## src/rtl/dmem_arbiter.sv

```systemverilog
// Two-port arbiter in front of the single-port data memory.
// Port A is the pipeline MEM stage, port B the loader/debug port.
module dmem_arbiter #(
    parameter int ADDR_W     = 16,
    parameter int DATA_W     = 16,
    parameter int MEM_RD_LAT = 1,
    parameter int PRIO_MODE  = 0
) (
    input  logic              clk,
    input  logic              reset,
    input  logic              a_req,
    input  logic              a_we,
    input  logic [ADDR_W-1:0] a_addr,
    input  logic [DATA_W-1:0] a_wdata,
    output logic              a_ack,
    output logic [DATA_W-1:0] a_rdata,
    input  logic              b_req,
    input  logic              b_we,
    input  logic [ADDR_W-1:0] b_addr,
    input  logic [DATA_W-1:0] b_wdata,
    output logic              b_ack,
    output logic [DATA_W-1:0] b_rdata,
    output logic [ADDR_W-1:0] mem_addr,
    output logic [DATA_W-1:0] mem_wdata,
    output logic              mem_read,
    output logic              mem_write,
    input  logic [DATA_W-1:0] mem_rdata,
    output logic              busy
);

    localparam int CNT_W = (MEM_RD_LAT < 2) ? 1 : $clog2(MEM_RD_LAT + 1);

    typedef enum logic [1:0] {
        IDLE   = 2'd0,
        ACCESS = 2'd1,
        DONE   = 2'd2
    } state_t;

    state_t              state_q, state_d;
    logic [CNT_W-1:0]    cnt_q, cnt_d;
    logic                last_b_q, last_b_d;
    logic                sel_b_q, sel_b_d;
    logic                we_q, we_d;
    logic                a_ack_q, a_ack_d;
    logic                b_ack_q, b_ack_d;
    logic [DATA_W-1:0]   a_rdata_q, a_rdata_d;
    logic [DATA_W-1:0]   b_rdata_q, b_rdata_d;
    logic [ADDR_W-1:0]   mem_addr_q, mem_addr_d;
    logic [DATA_W-1:0]   mem_wdata_q, mem_wdata_d;
    logic                mem_read_q, mem_read_d;
    logic                mem_write_q, mem_write_d;
    logic                busy_q, busy_d;
    logic                pick_b;
    logic                win_we;

    // Winner selection: a lone requester wins; on a tie fixed
    // priority favours A, round-robin favours the port not served last.
    always_comb begin
        pick_b = 1'b0;
        if (b_req && !a_req) begin
            pick_b = 1'b1;
        end else if (a_req && b_req && PRIO_MODE == 0) begin
            pick_b = !last_b_q;
        end
        win_we = pick_b ? b_we : a_we;
    end

    // Next-state and registered-output logic of the access sequencer.
    always_comb begin
        state_d     = state_q;
        cnt_d       = cnt_q;
        last_b_d    = last_b_q;
        sel_b_d     = sel_b_q;
        we_d        = we_q;
        a_ack_d     = 1'b0;
        b_ack_d     = 1'b0;
        a_rdata_d   = a_rdata_q;
        b_rdata_d   = b_rdata_q;
        mem_addr_d  = mem_addr_q;
        mem_wdata_d = mem_wdata_q;
        mem_read_d  = 1'b0;
        mem_write_d = 1'b0;
        case (state_q)
            IDLE: begin
                if (a_req || b_req) begin
                    sel_b_d     = pick_b;
                    last_b_d    = pick_b;
                    we_d        = win_we;
                    mem_addr_d  = pick_b ? b_addr : a_addr;
                    mem_wdata_d = pick_b ? b_wdata : a_wdata;
                    cnt_d       = win_we ? CNT_W'(1) : CNT_W'(MEM_RD_LAT);
                    mem_write_d = win_we;
                    mem_read_d  = !win_we;
                    state_d     = ACCESS;
                end
            end
            ACCESS: begin
                if (cnt_q == CNT_W'(1)) begin
                    state_d = DONE;
                    if (sel_b_q) begin
                        b_ack_d = 1'b1;
                        if (!we_q) b_rdata_d = mem_rdata;
                    end else begin
                        a_ack_d = 1'b1;
                        if (!we_q) a_rdata_d = mem_rdata;
                    end
                end else begin
                    cnt_d      = cnt_q - CNT_W'(1);
                    mem_read_d = !we_q;
                end
            end
            DONE: begin
                state_d = IDLE;
            end
            default: begin
                state_d = IDLE;
            end
        endcase
        busy_d = (state_d != IDLE);
    end

    // State and output registers; reset aborts any transaction.
    always_ff @(posedge clk or posedge reset) begin
        if (reset) begin
            state_q     <= IDLE;
            cnt_q       <= '0;
            last_b_q    <= 1'b1;
            sel_b_q     <= 1'b0;
            we_q        <= 1'b0;
            a_ack_q     <= 1'b0;
            b_ack_q     <= 1'b0;
            a_rdata_q   <= '0;
            b_rdata_q   <= '0;
            mem_addr_q  <= '0;
            mem_wdata_q <= '0;
            mem_read_q  <= 1'b0;
            mem_write_q <= 1'b0;
            busy_q      <= 1'b0;
        end else begin
            state_q     <= state_d;
            cnt_q       <= cnt_d;
            last_b_q    <= last_b_d;
            sel_b_q     <= sel_b_d;
            we_q        <= we_d;
            a_ack_q     <= a_ack_d;
            b_ack_q     <= b_ack_d;
            a_rdata_q   <= a_rdata_d;
            b_rdata_q   <= b_rdata_d;
            mem_addr_q  <= mem_addr_d;
            mem_wdata_q <= mem_wdata_d;
            mem_read_q  <= mem_read_d;
            mem_write_q <= mem_write_d;
            busy_q      <= busy_d;
        end
    end

    assign a_ack     = a_ack_q;
    assign b_ack     = b_ack_q;
    assign a_rdata   = a_rdata_q;
    assign b_rdata   = b_rdata_q;
    assign mem_addr  = mem_addr_q;
    assign mem_wdata = mem_wdata_q;
    assign mem_read  = mem_read_q;
    assign mem_write = mem_write_q;
    assign busy      = busy_q;

endmodule

```

## config.mk

```make
export PLATFORM = sky130hd
export DESIGN_NAME = dmem_arbiter
export DESIGN_NICKNAME = d
export VERILOG_FILES = /design/src/rtl/dmem_arbiter.sv
export SDC_FILE = /design/constraint.sdc
export NUM_CORES = 1
export LEC_CHECK = 0
export CAP_MARGIN = 20
export CORE_UTILIZATION = 46
export CTS_BUF_LIST = sky130_fd_sc_hd__clkbuf_4
export CTS_CLUSTER_SIZE = 24
export DETAILED_ROUTE_END_ITERATION = 10
export PLACE_DENSITY = 0.87
export SLEW_MARGIN = 25
export SYNTH_ARGS = -nofsm -noshare
export SYNTH_HDL_FRONTEND = slang
export SYNTH_SLANG_ARGS = --single-unit
export TNS_END_PERCENT = 30
```

## constraint.sdc

```tcl
create_clock -name clk -period 6 [get_ports clk]
set_clock_uncertainty 0.2 [all_clocks]
set_input_delay 1.2 -clock clk [delete_from_list [all_inputs] [get_ports clk]]
set_output_delay 1.2 -clock clk [all_outputs]
set_load 0.02 [all_outputs]
```

==> results summary, run 1 <==
The run finished with clean final reports. The number of warnings issued by yosys is 0. The post-placement cell count came out at 450. Post-CTS timing repair inserted 0 buffers for setup.

The via count of the first global-routing pass came out at around 2400. The minimum period implied by the final worst setup slack came out at around 2.9 ns. Counting cells, the worst reg-to-reg path comes to 3. The measured slew at the worst slew-check pin came out at about 0.76 ns. The count of distinct cell types in the synthesized netlist is 24.

The slowest stage of the critical path is the sky130_fd_sc_hd__a21bo_4 cell. The clock transition at the registers of the reported paths is 0.12 ns. Across the run, the number of max-cap violations was 0.

The maximum fanout count along the critical path came out at 35. The destination of the worst hold path is last_b_q. In the final layout, flip-flops and latches occupy about 1900 um2. The count of inserted antenna diode cells is 0. The area occupied by multi-input gates is approximately 1500 um2. In this run the vertical extent of the chip is around 89 um. Clock tree synthesis inserted a total of 9 buffers. Synthesis produced a netlist whose cell count is 207.

After the last flow step, the layout net total stands at 448. The number of detailed-route iterations in the first pass is 4. The number of buffers added to fix hold violations after cts came out at 0. STA classifies the critical path startpoint as an input port.

Setup repair after global routing left no endpoint under its margin. The leakage dissipation is 2.31 nW. The number of ports placed on the die boundary is ~160. STA classifies the critical path endpoint as a flop.

The setup TNS came out at 0 ns. The largest net degree at the start of global routing is 39. The average wire per standard cell came out at about 17 um. In this run the critical register-to-register path is launched from state_q[1]. The cell count of the worst hold path came out at 2. Port buffering added between 150 and 200 buffers. The clock tree from TritonCTS is yes.

The first routing iteration left 27 violations. The number of register bits inferred by synthesis is 75. For this run, the total global-route usage over all layers was measured as 0.209. The critical path starts at a_req.

The number of gates resized after cts came out at 0. The final number of max-transition violations came out at 0. The maximum clock frequency is about 0.34 GHz. The register-to-register setup slack is just under 4 ns. The critical path data arrival time is around 3.0 ns. Power spread over the standard cell area amounts to 534 nW/um2. The cell that appears most often on the critical path is sky130_fd_sc_hd__mux2_2.

The area enclosed by the die boundary came out at between 7000 and 8000 um2. The net count after synthesis came out at 293. The first global-routing pass estimated ~12000 um of wire.

The die boundary width is 88.6 um. The effective utilization at floorplan came out at 0.475. The endpoint identified for the worst register-to-register timing path is a_rdata[7].

Walking the worst path, the cells encountered are clkdlybuf4s50_1, a21bo_4, mux2_2, mux2_2. The post-route clock period utilization came out at 0.489. The wire-length estimate of the detail-placed layout is 5670 um. The number of antenna violations at the first check in global routing is 0.

The H-tree level count is 3. In this run the standard cell core region covers around 7300 um2. The residual overflow from global routing is 0. The share of post-route cells with drive strength above 1 came out at 0.324. The data required time at the worst endpoint is approximately 6.1 ns. Headroom to the max-slew limit came out at 0.495. For this run, the register share of the synthesized area comes to 0.545. The origin of the worst min-delay path is last_b_q. The area overhead of the layout relative to synthesis came out at 51.8%. The routed wire length is ~7900 um. The critical path buffer and inverter count came out at 1.

In the routed layout, each cell is associated on average with a via count of just under 5. The average cell area after synthesis came out at between 15 and 20 um2. The number of nets still failing antenna checks after routing came out at 0. The cell sitting at the root of the clock tree is a sky130_fd_sc_hd__clkbuf_4. The dominant delay contributor by cell family on the critical path is multiplexers. The worst hold path belongs to the class reg -> reg. The last weighted congestion value of the routability-driven placer is 0.696. The final instance count without filler cells is between 400 and 500. Counting every sink on the clock net gives 75. The area of the mapped netlist is approximately 3400 um2.

The number of vias in the routed layout is between 2000 and 2500. The final count of hold timing violations is 0. Clock latency on the worst-skew pair, taken at its later pin, is a little over 0.4 ns.

The number of placement rows is 31. The startpoint-to-endpoint class of the critical path is in -> reg. VDD sags by at most 0.187 mV.

The clock passes through at most 2 buffers. The count of fill cells added during filler insertion came out at about 490. The final count of negative-setup-slack endpoints came out at 0. The worst stage delay on the critical path came out at 0.59 ns.

For this run, design rule violations remaining after detail routing come to 0.
-- layout by cell type, fill, tap and decap left out, types with 3 or more instances in the layout --
| cell type | synthesis | layout |
|---|---|---|
| sky130_fd_sc_hd__clkdlybuf4s50_1 | 0 | 154 |
| sky130_fd_sc_hd__dfrtp_1 | 74 | 74 |
| sky130_fd_sc_hd__mux2_4 | 54 | 54 |
| sky130_fd_sc_hd__mux2_2 | 42 | 42 |
| sky130_fd_sc_hd__clkbuf_4 | 0 | 9 |
| sky130_fd_sc_hd__mux2i_1 | 4 | 4 |
| sky130_fd_sc_hd__bufinv_16 | 0 | 4 |
| sky130_fd_sc_hd__inv_1 | 4 | 3 |
-- state kept, by name, indices dropped and copies added (netlist names) --
register / cells
b_rdata: 16
mem_read: 1
busy: 1
cnt_q: 1
we_q: 1
mem_wdata: 16
state_q: 2
sel_b_q: 1
b_ack: 1
a_rdata: 16
last_b_q: 1
mem_write: 1
a_ack: 1
mem_addr: 16
-- how the worst max path moves through the flow --
stage                          to  cells after the start  slack (ns)
floorplan                   a_ack                      1        2.69
global placement     mem_addr[14]                      4        2.41
detailed placement   mem_addr[15]                      4        2.66
CTS                 mem_wdata[15]                      4        3.10
global route         mem_addr[12]                      4        3.02
finish              mem_wdata[15]                      4        3.07
-- where the power goes --
group | switching, mW | internal, mW | total (mW)
Combinational | 0.632 | 0.817 | 1.45
Clock | 0.186 | 0.257 | 0.443
Sequential | 0.140 | 0.759 | 0.899
Total | 0.958 | 1.83 | 2.79
-- cell usage after synthesis, drive strengths merged --
cell,n,share of area
mux2,96,0.37
dfrtp,74,0.54
buf,11,0.034
inv,4,0.0044
mux2i,4,0.012
and3,2,0.0036
nor2,2,0.0022
o21ai,2,0.0029
a21bo,1,0.0029
a21o,1,0.0022
and2,1,0.0018
and4,1,0.0025
dfstp,1,0.0076
nand2,1,0.0011
nand2b,1,0.0018
nand4,1,0.0036
nor2b,1,0.0025
nor3,1,0.0015
o21a,1,0.0022
or3,1,0.0018
-- per-layer routing --
| layer | part of all wire | wire (um) | track usage | vias to the layer above |
|---|---|---|---|---|
| met4 | 0.0096 | 76 | 0.0733 | 0 |
| met1 | 0.41 | 3220 | 0.251 | 1113 |
| met3 | 0.080 | 632 | 0.0597 | 10 |
| met5 | 0 | 0 | 0 | - |
| met2 | 0.50 | 4010 | 0.362 | 108 |
| li1 | - | - | - | 1049 |
-- worst min-delay path, cell delays in order, from the launching register on --
cell	delay [ns]
sky130_fd_sc_hd__dfstp_2	0.40
sky130_fd_sc_hd__inv_1	0.06
sky130_fd_sc_hd__mux2i_1	0.06
-- stage by stage --
| stage | instance area (um2) | power (mW) | hold WS (ns) | util | worst slack, ns |
|---|---|---|---|---|---|
| floorplan | 3450 | 1.74 | 0.245 | - | 2.69 |
| global placement | 5000 | 2.32 | 0.262 | 0.690 | 2.41 |
| detailed placement | 5020 | 2.36 | 0.281 | 0.692 | 2.66 |
| CTS | 5230 | 2.82 | 0.301 | 0.721 | 3.10 |
| global route | 5230 | 2.93 | 0.327 | 0.721 | 3.02 |
| finish | 5230 | 2.79 | 0.303 | 0.721 | 3.07 |
-- cell families after synthesis --
family | after synthesis | synth area share
buffers and inverters | 15 | 0.0381
DFF | 75 | 0.545
and+or+nand+nor | 12 | 0.0225
muxes | 100 | 0.384
AOI/OAI and AO/OA | 5 | 0.0102
-- cell type report --
type / count / area share
Timing Repair Buffer: 155 / 0.296
Tap cell: 99 / 0.0237
Clock inverter: 7 / 0.0280
Clock buffer: 9 / 0.0129
Multi-Input combinational cell: 117 / 0.277
Inverter: 4 / 0.00287
Sequential cell: 75 / 0.359
No activity file was read; power rests on OpenSTA's default activity.
==> run 2: changes to the inputs <==
--- a/config.mk
+++ b/config.mk
@@ -6,11 +6,11 @@
 export NUM_CORES = 1
 export LEC_CHECK = 0
 export CAP_MARGIN = 20
-export CORE_UTILIZATION = 46
+export CORE_UTILIZATION = 43
 export CTS_BUF_LIST = sky130_fd_sc_hd__clkbuf_4
 export CTS_CLUSTER_SIZE = 24
 export DETAILED_ROUTE_END_ITERATION = 10
-export PLACE_DENSITY = 0.87
+export PLACE_DENSITY = 0.82
 export SLEW_MARGIN = 25
 export SYNTH_ARGS = -nofsm -noshare
 export SYNTH_HDL_FRONTEND = slang
==> constraint.sdc (replaced) <==
create_clock -name clk -period 2.93 [get_ports clk]
set_clock_uncertainty 0.2 [all_clocks]
set_input_delay 0.586 -clock clk [delete_from_list [all_inputs] [get_ports clk]]
set_output_delay 0.586 -clock clk [all_outputs]
set_load 0.02 [all_outputs]
==> results summary, run 2 (synthesized netlist as in run 1, its figures left out) <==
The run finished with clean final reports. The number of vias in the routed layout is 2279 (-0.044%). Setup repair after global routing left no endpoint under its margin. The maximum buffer depth of the clock tree is 2 (unchanged). The tightest min-delay check is of the reg -> reg type. The total routing usage reported by global routing is 0.186 (-0.0231). The die boundary width was 91.5 um (+3.4%). The final count of hold timing violations came out at 0 (unchanged). The clock buffer count from CTS is 9 (unchanged).

The data required time at the worst endpoint came out at 2.14 ns (-3.95 ns). The measured slew at the worst slew-check pin is 0.753 ns (-0.00301 ns). STA classifies the critical path endpoint as an output port. The power density over the cells is 1080 nW/um2 (+100%). The maximum fanout count along the critical path is 2 (-94%).

The first-pass GRT wire length is 12100 um (+0.40%). Walking the worst path, the cells encountered are clkdlybuf4s50_1. The dominant delay contributor by cell family on the critical path is buffers and inverters. The core footprint was 7730 um2 (+6.5%).

The critical path is of the reg -> out type. Timing would allow up to about 0.45 GHz. The post-placement cell count is 457 (+1.6%).

The core occupancy in the finished layout is 0.684 (-0.0370). The first-iteration detailed-routing DRC count came out at 57 (+110%). The worst stage delay on the critical path came out at 0.64 ns (+0.05 ns).

The largest net degree at the start of global routing came out at 38 (-2.6%). The number of buffers added for setup after CTS came out at 0 (unchanged). The effective utilization at floorplan is 0.446 (-0.0292).

The top cell types in the final layout, fill and taps aside, are 154 x sky130_fd_sc_hd__clkdlybuf4s50_1, 74 x sky130_fd_sc_hd__dfrtp_1, 54 x sky130_fd_sc_hd__mux2_4. The area overhead of the layout relative to synthesis came out at 53.4%. The last weighted congestion value of the routability-driven placer came out at 0.695 (-0.17%). The via count of the first global-routing pass came out at 2565 (+8.3%). The HPWL after detailed placement is 5390 um (-4.8%). The number of gates resized after cts came to 0 (unchanged).

The number of buffers added to fix hold violations after cts came out at 0 (unchanged). The final instance count without filler cells is 473 (+1.5%). The CTS sink count came out at 75 (unchanged). The number of max-cap violations is 0 (unchanged). The post-route clock period utilization is 0.753. The residual DRC count is 0 (unchanged).

The area enclosed by the die boundary is 8380 um2 (+6.8%). The critical path buffer and inverter count is 1 (unchanged). The final number of max-transition violations is 0 (unchanged). The via density per instance came out at 4.82 (-1.5%). The setup TNS is 0 ns (unchanged). The maximum resistive drop on vdd is 0.509 mV (+170%). The leakage dissipation came out at 2.33 nW (+1.1%).

The count of inserted antenna diode cells came out at 0 (unchanged). The number of antenna violations at the first check in global routing came out at 0 (unchanged). The clock insertion delay at the later pin of the skew report came out at 0.40 ns (about the same). The count of fill cells added during filler insertion was 571 (+17%). The number of ports placed on the die boundary was 155 (unchanged). The die height is 91.5 um (+3.4%). The clock tree from TritonCTS is yes. The minimum period implied by the final worst setup slack is 2.21 ns. The average wire per standard cell came out at 15.6 um (-8.6%). The final count of negative-setup-slack endpoints came to 0 (unchanged). The critical path data arrival time is 1.42 ns (-1.61 ns). The number of nets at the end of the flow came out at 452 (+0.89%). The worst-path cell with the longest stage delay is sky130_fd_sc_hd__clkdlybuf4s50_1. CTS placed an instance of sky130_fd_sc_hd__clkbuf_4 at the clock tree root. The share of post-route cells with drive strength above 1 came to 0.332 (+0.00729). The most common cell after layout, fill and taps aside is sky130_fd_sc_hd__clkdlybuf4s50_1.

The number of nets still failing antenna checks after routing is 0 (unchanged). The worst setup path is launched from a flop. The clock transition at the registers of the reported paths is 0.12 ns (about the same). The total of buffers placed on input and output ports came out at 154 (unchanged). The H-tree level count came out at 3 (unchanged). The residual overflow from global routing came out at 0 (unchanged).

The number of placement rows came out at 32 (+3.2%). The routed wire length came out at 7370 um (-7.2%). The headroom to the max-slew limit is 0.498 (+0.00274). The number of detailed-route iterations in the first pass is 3 (-1).
==> run 2: where the power goes <==
group	leakage [nW]	switching, mW	internal (mW)
sequential	0.883	0.276	1.55
combinational	1.34	1.27	1.70
clock	0.107	0.359	0.531
total	2.33	1.91	3.78
==> run 2: through the flow <==
stage	cell area [um2]	total power [mW]	setup WS (ns)	hold WS, ns
2_1_floorplan	3450	3.56	0.236	0.245
3_3_place_gp	5070	4.77	0.487	0.260
3_5_place_dp	5070	4.85	0.447	0.281
4_1_cts	5290	5.76	0.672	0.303
5_1_grt	5290	5.98	0.626	0.313
6_report	5290	5.69	0.723	0.294
==> run 2: routing by layer <==
layer	track usage	routed length (um)
met1	0.223	3020
met2	0.318	3690
met3	0.0561	587
met4	0.0635	77
met5	0	0
==> run 2: area by class of cell <==
cell class / count / area, um2 / area share
sequential: 75 / 1880 / 0.355
inverter: 4 / 15.0 / 0.00284
tap: 102 / 128 / 0.0241
multi-input combinational: 117 / 1440 / 0.272
clock buffer: 10 / 75.1 / 0.0142
timing repair buffer: 159 / 1620 / 0.306
clock inverter: 6 / 136 / 0.0258
==> run 2: worst paths after layout <==
path / slack, ns / depth (start not counted) / start / to
max: 0.72 / 1 / mem_wdata[1] / mem_wdata[1]
min: 0.29 / 2 / last_b_q / last_b_q
max reg2reg: 0.85 / 3 / state_q[1] / a_rdata[1]
min reg2reg: 0.29 / 2 / last_b_q / last_b_q
max in group asynchronous: 1.51 / 3 / reset / mem_addr[10]
min in group asynchronous: 0.40 / 2 / reset / mem_write
==> run 3: changes to the inputs <==
==> constraint.sdc (replaced) <==
create_clock -name clk -period 2.1 [get_ports clk]
set_clock_uncertainty 0.2 [all_clocks]
set_input_delay 0.42 -clock clk [delete_from_list [all_inputs] [get_ports clk]]
set_output_delay 0.42 -clock clk [all_outputs]
set_load 0.02 [all_outputs]
==> results summary, run 3 (synthesized netlist as in run 1, its figures left out) <==
The flow ran to the end, and the final reports show no timing, DRC or antenna violations. For this run, the top clock speed supported by timing is just under 0.5 GHz. The H-tree level count is 3 (unchanged). The headroom to the max-slew limit is 0.631 (+0.133). The effective utilization at floorplan came to 0.446 (unchanged).

The die height is 91.5 um (unchanged). The core footprint is 7730 um2 (unchanged). The number of buffers added to fix hold violations after cts is 0 (unchanged).

The clock buffer count from CTS came out at 9 (unchanged). The signal on the critical path passes through clkdlybuf4s50_1. The die boundary width was 91.5 um (unchanged).

The number of buffers added for setup after CTS was 0 (unchanged). The residual DRC count was 0 (unchanged). The worst setup path is launched from a flop. The area occupied by multi-input gates is 1440 um2 (unchanged). The first-pass GRT wire length is 11600 um (-4.3%). The number of vias in the routed layout came out at 2258 (-0.92%).

The clock tree from TritonCTS is yes. The final count of negative-setup-slack endpoints came out at 0 (unchanged). The switching power as a share of total power was 0.345 (+0.00957).

The power density over the cells came out at 1460 nW/um2 (+36%). The clock transition at the registers of the reported paths is 0.13 ns (about the same). Setup repair after global routing left no endpoint under its margin. The measured slew at the worst slew-check pin is 0.552 ns (-0.201 ns). The total of buffers placed on input and output ports is 154 (unchanged). In this run the clock root is driven by a sky130_fd_sc_hd__clkbuf_4.

The leakage dissipation is 2.34 nW (about the same). Dividing the final minimum period by the clock period gives 0.971. The fraction of power consumed by sequential logic is 0.333 (+0.011). The critical path data arrival time was 1.42 ns (about the same). The share of post-route cells with drive strength above 1 came out at 0.334 (+0.00269). The total routing usage reported by global routing was 0.180 (-0.00638). The core occupancy in the finished layout came to 0.682 (-0.00259). The share of power burned in the clock network is 0.127 (-0.029). The most common cell after layout, fill and taps aside is sky130_fd_sc_hd__clkdlybuf4s50_1. The critical path in this run is classified as reg -> out. The first-iteration detailed-routing DRC count is 27 (-53%).

The final total power came out at 7.70 mW (+35%). The number of nets still failing antenna checks after routing is 0 (unchanged). The number of antenna violations at the first check in global routing came out at 0 (unchanged).

The average wire per standard cell came to 15.0 um (-3.6%). On the critical path, the stage with the largest delay is an instance of sky130_fd_sc_hd__clkdlybuf4s50_1. The logic gate share of total power came to 0.540 (+0.018).

The last weighted congestion value of the routability-driven placer came out at 0.712 (+2.5%). The area overhead of the layout relative to synthesis came out at 52.8%. The maximum resistive drop on vdd came to 0.845 mV (+66%). The residual overflow from global routing is 0 (unchanged). The final instance count without filler cells was 476 (+0.63%). The dominant delay contributor by cell family on the critical path is buffers and inverters.

The minimum period implied by the final worst setup slack came out at 2.04 ns. The type of the tightest min-delay check is in -> async. The count of inserted antenna diode cells came out at 0 (unchanged). The maximum buffer depth of the clock tree came out at 2 (unchanged).

The routed wire length came out at 7150 um (-3.0%). The worst stage delay on the critical path was 0.61 ns (-0.03 ns). The number of detailed-route iterations in the first pass is 4 (+1). The maximum fanout count along the critical path came out at 2 (unchanged). The number of nets at the end of the flow is 455 (+0.66%). The area enclosed by the die boundary came out at 8380 um2 (unchanged). The final number of max-transition violations is 0 (unchanged). The area taken by flip-flops and latches is 1880 um2 (unchanged). The library cells used most frequently in the layout, excluding fill and tap cells, are 152 x sky130_fd_sc_hd__clkdlybuf4s50_1, 74 x sky130_fd_sc_hd__dfrtp_1, 54 x sky130_fd_sc_hd__mux2_4.

The number of placement rows came out at 32 (unchanged). The category of the worst setup path capture point is an output port. The HPWL after detailed placement came out at 5320 um (-1.3%). The CTS sink count is 75 (unchanged). The post-placement cell count is 460 (+0.66%). The critical path buffer and inverter count is 1 (unchanged).

The largest net degree at the start of global routing is 76 (+100%). The via density per instance is 4.74 (-1.5%). The number of ports placed on the die boundary is 155 (unchanged). The clock insertion delay at the later pin of the skew report came to 0.40 ns (about the same). The count of fill cells added during filler insertion came out at 561 (-1.8%). The data required time at the worst endpoint came out at 1.48 ns (-0.66 ns). The power dissipated by switching net loads came out at 2.65 mW (+39%).

The via count of the first global-routing pass came out at 2424 (-5.5%). The number of max-cap violations is 0 (unchanged). The internal portion of total power is 5.04 mW (+33%). The final count of hold timing violations is 0 (unchanged).
-- run 3: cell types whose count changed in the layout (fill, tap and decap cells not counted), moves of 2 or more --
cell / change
sky130_fd_sc_hd__dlymetal6s2s_1: +2
sky130_fd_sc_hd__bufinv_16: -2
sky130_fd_sc_hd__clkdlybuf4s50_1: -2
sky130_fd_sc_hd__clkinvlp_4: +2
sky130_fd_sc_hd__buf_4: +3
-- run 3: timing repair --
action                                  CTS  global route
endpoints found under the setup margin    0             2
hold endpoints to repair                  0             0
gates resized for setup                   0             2
-- run 3: layout make-up --
| cell class | count | area share |
|---|---|---|
| multi-input cells | 117 | 0.273 |
| well taps | 102 | 0.0242 |
| clock inverters | 7 | 0.0176 |
| clock buffers | 9 | 0.0128 |
| repair buffers | 162 | 0.312 |
| flip-flops and latches | 75 | 0.357 |
| inverters | 4 | 0.00356 |
-- run 3: worst paths after layout --
| path | from | endpoint | slack, ns | depth (start not counted) |
|---|---|---|---|---|
| max | mem_addr[2] | mem_addr[2] | 0.06 | 1 |
| min | reset | mem_write | 0.24 | 3 |
| max reg2reg | state_q[1] | b_rdata[2] | 0.21 | 3 |
| min reg2reg | last_b_q | last_b_q | 0.29 | 2 |
| max in group asynchronous | reset | last_b_q | 1.12 | 3 |
| min in group clk | last_b_q | last_b_q | 0.29 | 2 |
-- run 3: power by group through the flow --
| stage | Combinational (mW) | Sequential (mW) | Clock, mW |
|---|---|---|---|
| finish | 4.16 | 2.56 | 0.981 |
| global route | 4.37 | 2.66 | 1.07 |
| CTS | 4.21 | 2.57 | 1.02 |
| detailed placement | 4.21 | 2.58 | 0 |
| global placement | 4.14 | 2.55 | 0 |
| floorplan | 1.60 | 3.38 | 0 |
-- run 3: metal layers --
metal	vias to the layer above	wire length, um	track usage
met1	1089	2860	0.208
met2	103	3560	0.303
li1	1057	-	-
met3	9	633	0.0595
met5	-	0	0
met4	0	103	0.0794
-- run 3: stage by stage --
stage / instance area (um2) / setup WS (ns) / hold WS [ns] / TNS [ns]
detailed placement: 5100 / -0.197 / 0.270 / -5.26
finish: 5270 / 0.0615 / 0.245 / 0
global route: 5270 / 0.000815 / 0.280 / 0
global placement: 5100 / -0.169 / 0.261 / -4.53
CTS: 5260 / 0.0193 / 0.244 / 0
floorplan: 3450 / 0.339 / 0.245 / 0
